## config.mk

```make
export PLATFORM = sky130hd
export DESIGN_NAME = apb_req_master
export DESIGN_NICKNAME = d
export VERILOG_FILES = /design/src/rtl/apb_req_master.sv
export SDC_FILE = /design/constraint.sdc
export NUM_CORES = 1
export LEC_CHECK = 0
export CORE_MARGIN = 8
export CORE_UTILIZATION = 38
export CTS_CLUSTER_SIZE = 10
export DETAILED_ROUTE_END_ITERATION = 10
export PLACE_DENSITY_LB_ADDON = 0.3
export SLEW_MARGIN = 20
export SYNTH_ARGS = -nofsm -noshare
export SYNTH_HDL_FRONTEND = slang
export SYNTH_SLANG_ARGS = --single-unit
```

## constraint.sdc

```tcl
create_clock -name HCLK -period 2.2 [get_ports HCLK]
set_input_delay 0.44 -clock HCLK [delete_from_list [all_inputs] [get_ports HCLK]]
set_output_delay 0.44 -clock HCLK [all_outputs]
set_load 0.02 [all_outputs]
```

## src/rtl/apb_req_master.sv

```systemverilog
// ---------------------------------------------------------------------------
// apb_req_master
//
// APB initiator. Accepts one request at a time on a valid/ready request
// channel, runs it as an APB SETUP + ACCESS transfer (honouring PREADY wait
// states), and returns read data / error status on a valid/ready response
// channel. A transfer whose slave never answers is aborted after
// TIMEOUT_CYCLES consecutive wait states and reported as an error.
//
// State table
//   state     | meaning
//   ----------+-------------------------------------------------------------
//   ST_IDLE   | req_ready=1, waiting for req_valid; APB bus idle
//   ST_SETUP  | PSEL=1, PENABLE=0, single cycle
//   ST_ACCESS | PSEL=1, PENABLE=1, waiting for PREADY or timeout
//   ST_RESP   | rsp_valid=1, response held until rsp_ready
//
// Parameters
//   APB_ADDR_WIDTH  width of PADDR and req_addr
//   TIMEOUT_CYCLES  max consecutive ACCESS cycles with PREADY=0 (0 = never)
//
// Ports
//   HCLK, HRESETn                   clock, async active-low reset
//   req_valid/ready/write/addr/wdata request channel (upstream)
//   rsp_valid/ready/rdata/err/timeout response channel (upstream)
//   PADDR/PWDATA/PWRITE/PSEL/PENABLE APB request outputs
//   PRDATA/PREADY/PSLVERR           APB completion inputs
// ---------------------------------------------------------------------------
module apb_req_master #(
    parameter int APB_ADDR_WIDTH = 12,
    parameter int TIMEOUT_CYCLES = 256
) (
    input  logic                      HCLK,
    input  logic                      HRESETn,

    input  logic                      req_valid,
    output logic                      req_ready,
    input  logic                      req_write,
    input  logic [APB_ADDR_WIDTH-1:0] req_addr,
    input  logic [31:0]               req_wdata,

    output logic                      rsp_valid,
    input  logic                      rsp_ready,
    output logic [31:0]               rsp_rdata,
    output logic                      rsp_err,
    output logic                      rsp_timeout,

    output logic [APB_ADDR_WIDTH-1:0] PADDR,
    output logic [31:0]               PWDATA,
    output logic                      PWRITE,
    output logic                      PSEL,
    output logic                      PENABLE,
    input  logic [31:0]               PRDATA,
    input  logic                      PREADY,
    input  logic                      PSLVERR
);

    // A zero timeout still needs a legal (1-bit) counter.
    localparam int CNT_W = (TIMEOUT_CYCLES > 0) ? $clog2(TIMEOUT_CYCLES + 1) : 1;
    localparam logic [CNT_W-1:0] CNT_MAX   = '1;
    localparam logic [CNT_W-1:0] CNT_LIMIT = CNT_W'(TIMEOUT_CYCLES);

    // Word-aligned APB address: the two byte-offset bits are forced to 0.
    localparam logic [APB_ADDR_WIDTH-1:0] ADDR_MASK = {{(APB_ADDR_WIDTH-2){1'b1}}, 2'b00};

    typedef enum logic [1:0] {
        ST_IDLE   = 2'd0,
        ST_SETUP  = 2'd1,
        ST_ACCESS = 2'd2,
        ST_RESP   = 2'd3
    } state_t;

    state_t           state;
    logic [CNT_W-1:0] wait_cnt;
    logic [CNT_W-1:0] wait_cnt_inc;
    logic             timeout_hit;

    // Saturating increment; the compare uses the incremented value so the
    // abort happens in the TIMEOUT_CYCLES-th stalled ACCESS cycle itself.
    always_comb begin
        wait_cnt_inc = wait_cnt;
        timeout_hit  = 1'b0;
        if (wait_cnt != CNT_MAX) begin
            wait_cnt_inc = wait_cnt + CNT_W'(1);
        end
        if ((TIMEOUT_CYCLES != 0) && (wait_cnt_inc == CNT_LIMIT)) begin
            timeout_hit = 1'b1;
        end
    end

    always_ff @(posedge HCLK or negedge HRESETn) begin
        if (!HRESETn) begin
            state       <= ST_IDLE;
            wait_cnt    <= '0;
            req_ready   <= 1'b1;
            rsp_valid   <= 1'b0;
            rsp_rdata   <= '0;
            rsp_err     <= 1'b0;
            rsp_timeout <= 1'b0;
            PADDR       <= '0;
            PWDATA      <= '0;
            PWRITE      <= 1'b0;
            PSEL        <= 1'b0;
            PENABLE     <= 1'b0;
        end else begin
            case (state)
                ST_IDLE: begin
                    if (req_valid) begin
                        PADDR     <= req_addr & ADDR_MASK;
                        PWDATA    <= req_write ? req_wdata : 32'h0;
                        PWRITE    <= req_write;
                        PSEL      <= 1'b1;
                        PENABLE   <= 1'b0;
                        req_ready <= 1'b0;
                        state     <= ST_SETUP;
                    end
                end

                ST_SETUP: begin
                    PENABLE  <= 1'b1;
                    wait_cnt <= '0;
                    state    <= ST_ACCESS;
                end

                ST_ACCESS: begin
                    if (PREADY) begin
                        rsp_rdata   <= PWRITE ? 32'h0 : PRDATA;
                        rsp_err     <= PSLVERR;
                        rsp_timeout <= 1'b0;
                        rsp_valid   <= 1'b1;
                        PSEL        <= 1'b0;
                        PENABLE     <= 1'b0;
                        state       <= ST_RESP;
                    end else begin
                        // PRDATA/PSLVERR are meaningless while the slave stalls.
                        wait_cnt <= wait_cnt_inc;
                        if (timeout_hit) begin
                            rsp_rdata   <= 32'h0;
                            rsp_err     <= 1'b1;
                            rsp_timeout <= 1'b1;
                            rsp_valid   <= 1'b1;
                            PSEL        <= 1'b0;
                            PENABLE     <= 1'b0;
                            state       <= ST_RESP;
                        end
                    end
                end

                ST_RESP: begin
                    if (rsp_ready) begin
                        rsp_valid <= 1'b0;
                        req_ready <= 1'b1;
                        state     <= ST_IDLE;
                    end
                end

                default: begin
                    state     <= ST_IDLE;
                    req_ready <= 1'b1;
                    rsp_valid <= 1'b0;
                    PSEL      <= 1'b0;
                    PENABLE   <= 1'b0;
                end
            endcase
        end
    end

endmodule

```

# ---- After elaboration in Yosys (flattened, before gate mapping)
# Cells that the tools add are included.
dict set report classes {
  n_addsub 1
  eq_ne 9
  muxes 27
  reduce_logical 15
}
# op n
set op_table {}
lappend op_table {{32-bit 2-to-1 mux} 4}
lappend op_table {{9-bit 2-to-1 mux} 2}
lappend op_table {{9-bit one-hot mux with 2 select lines} 1}
lappend op_table {{3-bit AND reduction} 5}
lappend op_table {{1-bit 2-to-1 mux} 11}
lappend op_table {{2-bit nonzero test} 5}
lappend op_table {{9-bit by 1-bit adder with 9-bit output, second input constant} 1}
lappend op_table {{9-bit == test, second input constant} 1}
lappend op_table {{9-bit != test, second input constant} 1}
lappend op_table {{2-bit 2-to-1 mux} 4}
lappend op_table {{2-bit one-hot mux with 4 select lines} 1}
lappend op_table {{2-bit != test, second input constant} 3}
lappend op_table {{1-bit one-hot mux with 2 select lines} 3}
lappend op_table {{2-bit AND reduction} 3}
lappend op_table {{2-bit == test, second input constant} 2}
lappend op_table {{3-bit != test, second input constant} 1}
lappend op_table {{1-bit one-hot mux with 3 select lines} 1}
lappend op_table {{3-bit nonzero test} 1}
lappend op_table {{2-bit by 1-bit == test with 1-bit output, second input constant} 1}
lappend op_table {{2-bit logical NOT} 1}
dict set report word_totals {
  register_bits 92
  inputBits 83
  out_inout_bits 83
  wordCells 64
}

# ---- Logic depth before layout (Yosys ltp)
dict set report logic_depth {
  word_depth 7
  ltp_mapped 9
  depth_no_buf 7
}

# ---- Worst setup path before layout
# Ideal clock, no wire load.
dict set report synth_timing {
  kind {register to register}
  startpoint {register wait_cnt[0]}
  endpoint {register state[1]}
  setup_time_ns 0.128
  arrival_ns 1.920
  t_required_ns 2.072
  slack_ns 0.152
  path_stages_with_launch 8
  n_path_buf 0
  synth_period_minus_slack_ns 2.048
  cell_sequence {dfrtp_1 > ha_1 > and3b_1 > o2111a_1 > a21oi_1 > nor3_2 > o21ai_1 > mux2_1}
}
dict set report synth_via {
  elab_chain_cells 6
  word_cells_on_any_way 7
  classes_between {add/sub: 1; eq/ne: 3; mux: 2; reduce/logical: 1}
}
# item line
set synth_lines {}
lappend synth_lines {{from (decl)} 74} ;# logic [CNT_W-1:0] wait_cnt;
lappend synth_lines {{from (signal assigned)} 136} ;# wait_cnt <= wait_cnt_inc;
lappend synth_lines {{9-bit by 1-bit adder with 9-bit output or 9-bit != test (tied branches)} {84, 83}}
lappend synth_lines {{9-bit 2-to-1 mux (*)} 83} ;# if (wait_cnt != CNT_MAX) begin
lappend synth_lines {{9-bit == test (*)} 86} ;# if ((TIMEOUT_CYCLES != 0) && (wait_cnt_inc == CNT_LIMIT)) begin
lappend synth_lines {{1-bit 2-to-1 mux (*)} 86}
lappend synth_lines {{3-bit != test (no line) (*)} n/a}
lappend synth_lines {{3-bit AND reduction (no line) (*)} n/a}
lappend synth_lines {{to (signal assigned)} 93} ;# state <= ST_IDLE;
lappend synth_lines {{to (signal assigned)} 115} ;# state <= ST_SETUP;
lappend synth_lines {{to (signal assigned)} 122} ;# state <= ST_ACCESS;
lappend synth_lines {{to (decl)} 73} ;# state_t state;
# Every way passes the cells marked *; elsewhere a longest branch is shown, timed or not.
# A chain may end at the register's enable or synchronous reset.

# ---- Worst setup path in the final report
dict set report layout_timing {
  startpoint {register wait_cnt[1]}
  endpoint {register rsp_rdata[2]}
}
dict set report layout_via {
  elab_chain_cells 6
  word_cells_on_any_way 7
  classes_between {add/sub: 1; eq/ne: 2; mux: 2; reduce/logical: 2}
}
# item line
set layout_lines {}
lappend layout_lines {{9-bit by 1-bit adder with 9-bit output or 9-bit != test (tied branches)} {84, 83}}
lappend layout_lines {{9-bit 2-to-1 mux (*)} 83}
lappend layout_lines {{9-bit == test (*)} 86}
lappend layout_lines {{1-bit 2-to-1 mux (*)} 86}
lappend layout_lines {{2-bit nonzero test (no line) (*)} n/a}
lappend layout_lines {{2-bit AND reduction (no line) (*)} n/a}
lappend layout_lines {{to (signal assigned)} 127} ;# rsp_rdata <= PWRITE ? 32'h0 : PRDATA;
lappend layout_lines {{to (decl)} 44} ;# output logic [31:0] rsp_rdata,
# Marks and branches as above.

==> reports/qor.csv <==
metric;value;unit
fin_crit_sh;96.37;%
power.leakage;2.748;nW
switching_share;38.57;%
hp-class;register to register;
rr_worst_depth;8;
antenna_found_initial;0;
whs_path_depth;2;
synth_top_area_share;58.80;%
r2r-start;wait_cnt[1];
drc;0;
grt_start_max_net_pins;45;
synth-seq-area-share;59.48;%
synthFlopType;dfrtp_1;
period_minus_slack;2.120;ns
r2r_end;rsp_rdata[2];
synthCells;380;
die_area;0.01368;mm^2
grt_use_total;16.96;%
drt_first_pass_iters;4;
dr_total_vias;3411;
fin_nets;632;
worst-setup-path-type;register to register;
fmax;471.7;MHz
hold_violations;0;
max_cap_viol_count;0;
postLayoutCellArea;0.005936;mm^2
setup_tns;0;ns
drt.antenna.violating_nets;0;
port_buffers;161;
num_rows;37;
ys_warn_count;0;
die_w;117.0;um
cts_max_path_buffers;2;
peakVddDrop;0.7050;mV
finalNonFillerCells;685;
power_per_cell_area;1386;mW/mm^2
cts_made_buffers;9;
initialDrtViolationCount;156;
hp-start;PWDATA[1];
synth_edf_count;0;
diodes;0;
cts_tree;built;
rrSetupSlack;0.08;ns
place_area;0.005689;mm^2
viasPerCell;4.980;
critical_path_required;2.45;ns
cp_max_fo;32;
placed_cells;668;
clock-sinks;92;
synth.most_common_cell;nand2_1;
holdPathEnd;PWDATA[1];
place.gp.congestion;0.8990;
dp_hpwl;8.320;mm
clkPwrFrac;16.0;%
cts_max_level;3;
synth.cell_area;0.003872;mm^2
rsz0062_at_grt;true;
path_clk_slew;0.09;ns
cp-start-kind;register;
grt_pass1_vias;3552;
fin_skew;0.009621;ns
power_frac_comb;49.2;%
insertion_delay;0.36;ns
layout-drive-gt1-share;7.650;%
core;0.01009;mm^2
syn2layout_area_growth;53.28;%
cts-root-buf;clkbuf_8;
p_int;0.005053;W
initial_utilization;38.37;%
grt_pass1_wl;17.96;mm
drv_slew;0;
synth_common_cells;nand2_1 (106), dfrtp_1 (91), nand3_1 (41);
fin_hold_ws;0.4694;ns
async_flop_share;100.0;%
endpoint_kind;register;
seqPwrFrac;34.8;%
overflow;0;
die_y;117.0;um
nFillCells;913;
status;finished clean;
wl;11.37;mm
p_sw;0.003172;W
num_io_pins;166;
wl_per_cell;16.60;um
critical_path_arrival;2.37;ns
synth_area_leaders;dfrtp_1 (59%), nand2_1 (10%), a22o_1 (7.5%);
yosysUniqueCellTypes;40;
finalSetupViolations;0;
ys_ff_latch;92;
yosysTopAreaCell;dfrtp_1;
synth_area_per_cell;10.19;um^2
-- sequential cells by signal (all words and copies together) (netlist names), 2 cells and up --
register   cells
rsp_rdata     32
wait_cnt       9
PWDATA        32
state          2
PADDR         10
-- worst max-delay path by stage --
| stage | endpoint | depth (start not counted) | from |
|---|---|---|---|
| after floorplan | state[1] | 7 | wait_cnt[0] |
| after global placement | state[1] | 7 | wait_cnt[1] |
| after detailed placement | rsp_rdata[5] | 8 | wait_cnt[1] |
| after CTS | rsp_rdata[0] | 8 | wait_cnt[1] |
| after global routing | state[1] | 7 | wait_cnt[1] |
| final | rsp_rdata[2] | 8 | wait_cnt[1] |
-- cell families after synthesis --
kind of cell	count (synthesis)	synth area share (%)
muxes	2	0.5815
buffers and inverters	31	4.071
AOI/OAI and AO/OA	69	13.67
other	1	0.09684
adders and majority gates	5	1.616
and+or+nand+nor	180	20.49
DFF	92	59.48
-- through the flow --
| step | util, % | power, W | setup WS, ns |
|---|---|---|---|
| 2_1_floorplan | - | 0.004894 | 0.1523 |
| 3_3_place_gp | 56.37 | 0.006896 | 0.07849 |
| 3_5_place_dp | 56.37 | 0.006986 | 0.02238 |
| 4_1_cts | 58.77 | 0.008343 | 0.006871 |
| 5_1_grt | 58.81 | 0.008771 | -0.04018 |
| 6_report | 58.81 | 0.008225 | 0.07980 |
-- cell type report --
type	instances	area (um^2)	share of cell area [%]
Inverter	5	18.77	0.3162
Clock inverter	6	93.84	1.581
Clock buffer	10	137.6	2.319
Tap cell	136	170.2	2.867
Sequential cell	92	2305	38.83
Multi-Input combinational cell	258	1421	23.95
Timing Repair Buffer	178	1789	30.14
-- worst max-delay path, stage by stage, from the launching register on --
cell and delay (ns):
dfrtp_2 0.42, ha_2 0.23, nand2_1 0.10, o21ai_0 0.26, o211ai_1 0.22, o31ai_4 0.30, nand2_2 0.10, buf_12 0.17
a22o_1 0.19
-- cell usage in the layout, fill, tap and decap left out, types with 2 or more instances in the layout --
cell type          n
clkdlybuf4s50_1  160
nand2_1          106
dfrtp_1           90
nand3_1           41
a22o_1            33
a21oi_1           15
buf_4             13
nor2_1            10
clkbuf_8          10
inv_1              5
o21ai_0            5
ha_1               4
buf_12             4
a31oi_1            3
and4_1             3
nor2b_1            3
nor3_1             3
and2_1             2
or3_1              2
o211ai_1           2
o21ai_1            2
a211oi_1           2
nand2b_1           2
mux2_1             2
conb_1             2
bufinv_16          2
-- per-layer routing --
metal,wire length [um],vias up,global-route usage [%]
met1,4576,1638,19.57
met2,5528,129,28.00
met4,164,0,6.911
li1,-,1627,-
met3,1099,17,6.260
met5,0,-,0
-- power groups by stage --
| stage | registers [W] | logic (W) | clock network [W] |
|---|---|---|---|
| 6_report | 0.00286 | 0.00405 | 0.00131 |
| 5_1_grt | 0.00296 | 0.00438 | 0.00143 |
| 4_1_cts | 0.00287 | 0.00412 | 0.00136 |
| 3_5_place_dp | 0.00289 | 0.00410 | 0 |
| 3_3_place_gp | 0.00286 | 0.00404 | 0 |
| 2_1_floorplan | 0.00372 | 0.00118 | 0 |
-- what timing repair did --
item	CTS	global route
endpoints found under the hold margin	26	0
hold buffers	1	0
setup endpoints to repair	0	34
setup buffers	0	0
resized for setup	0	3
(Power assumes the default switching activity.)
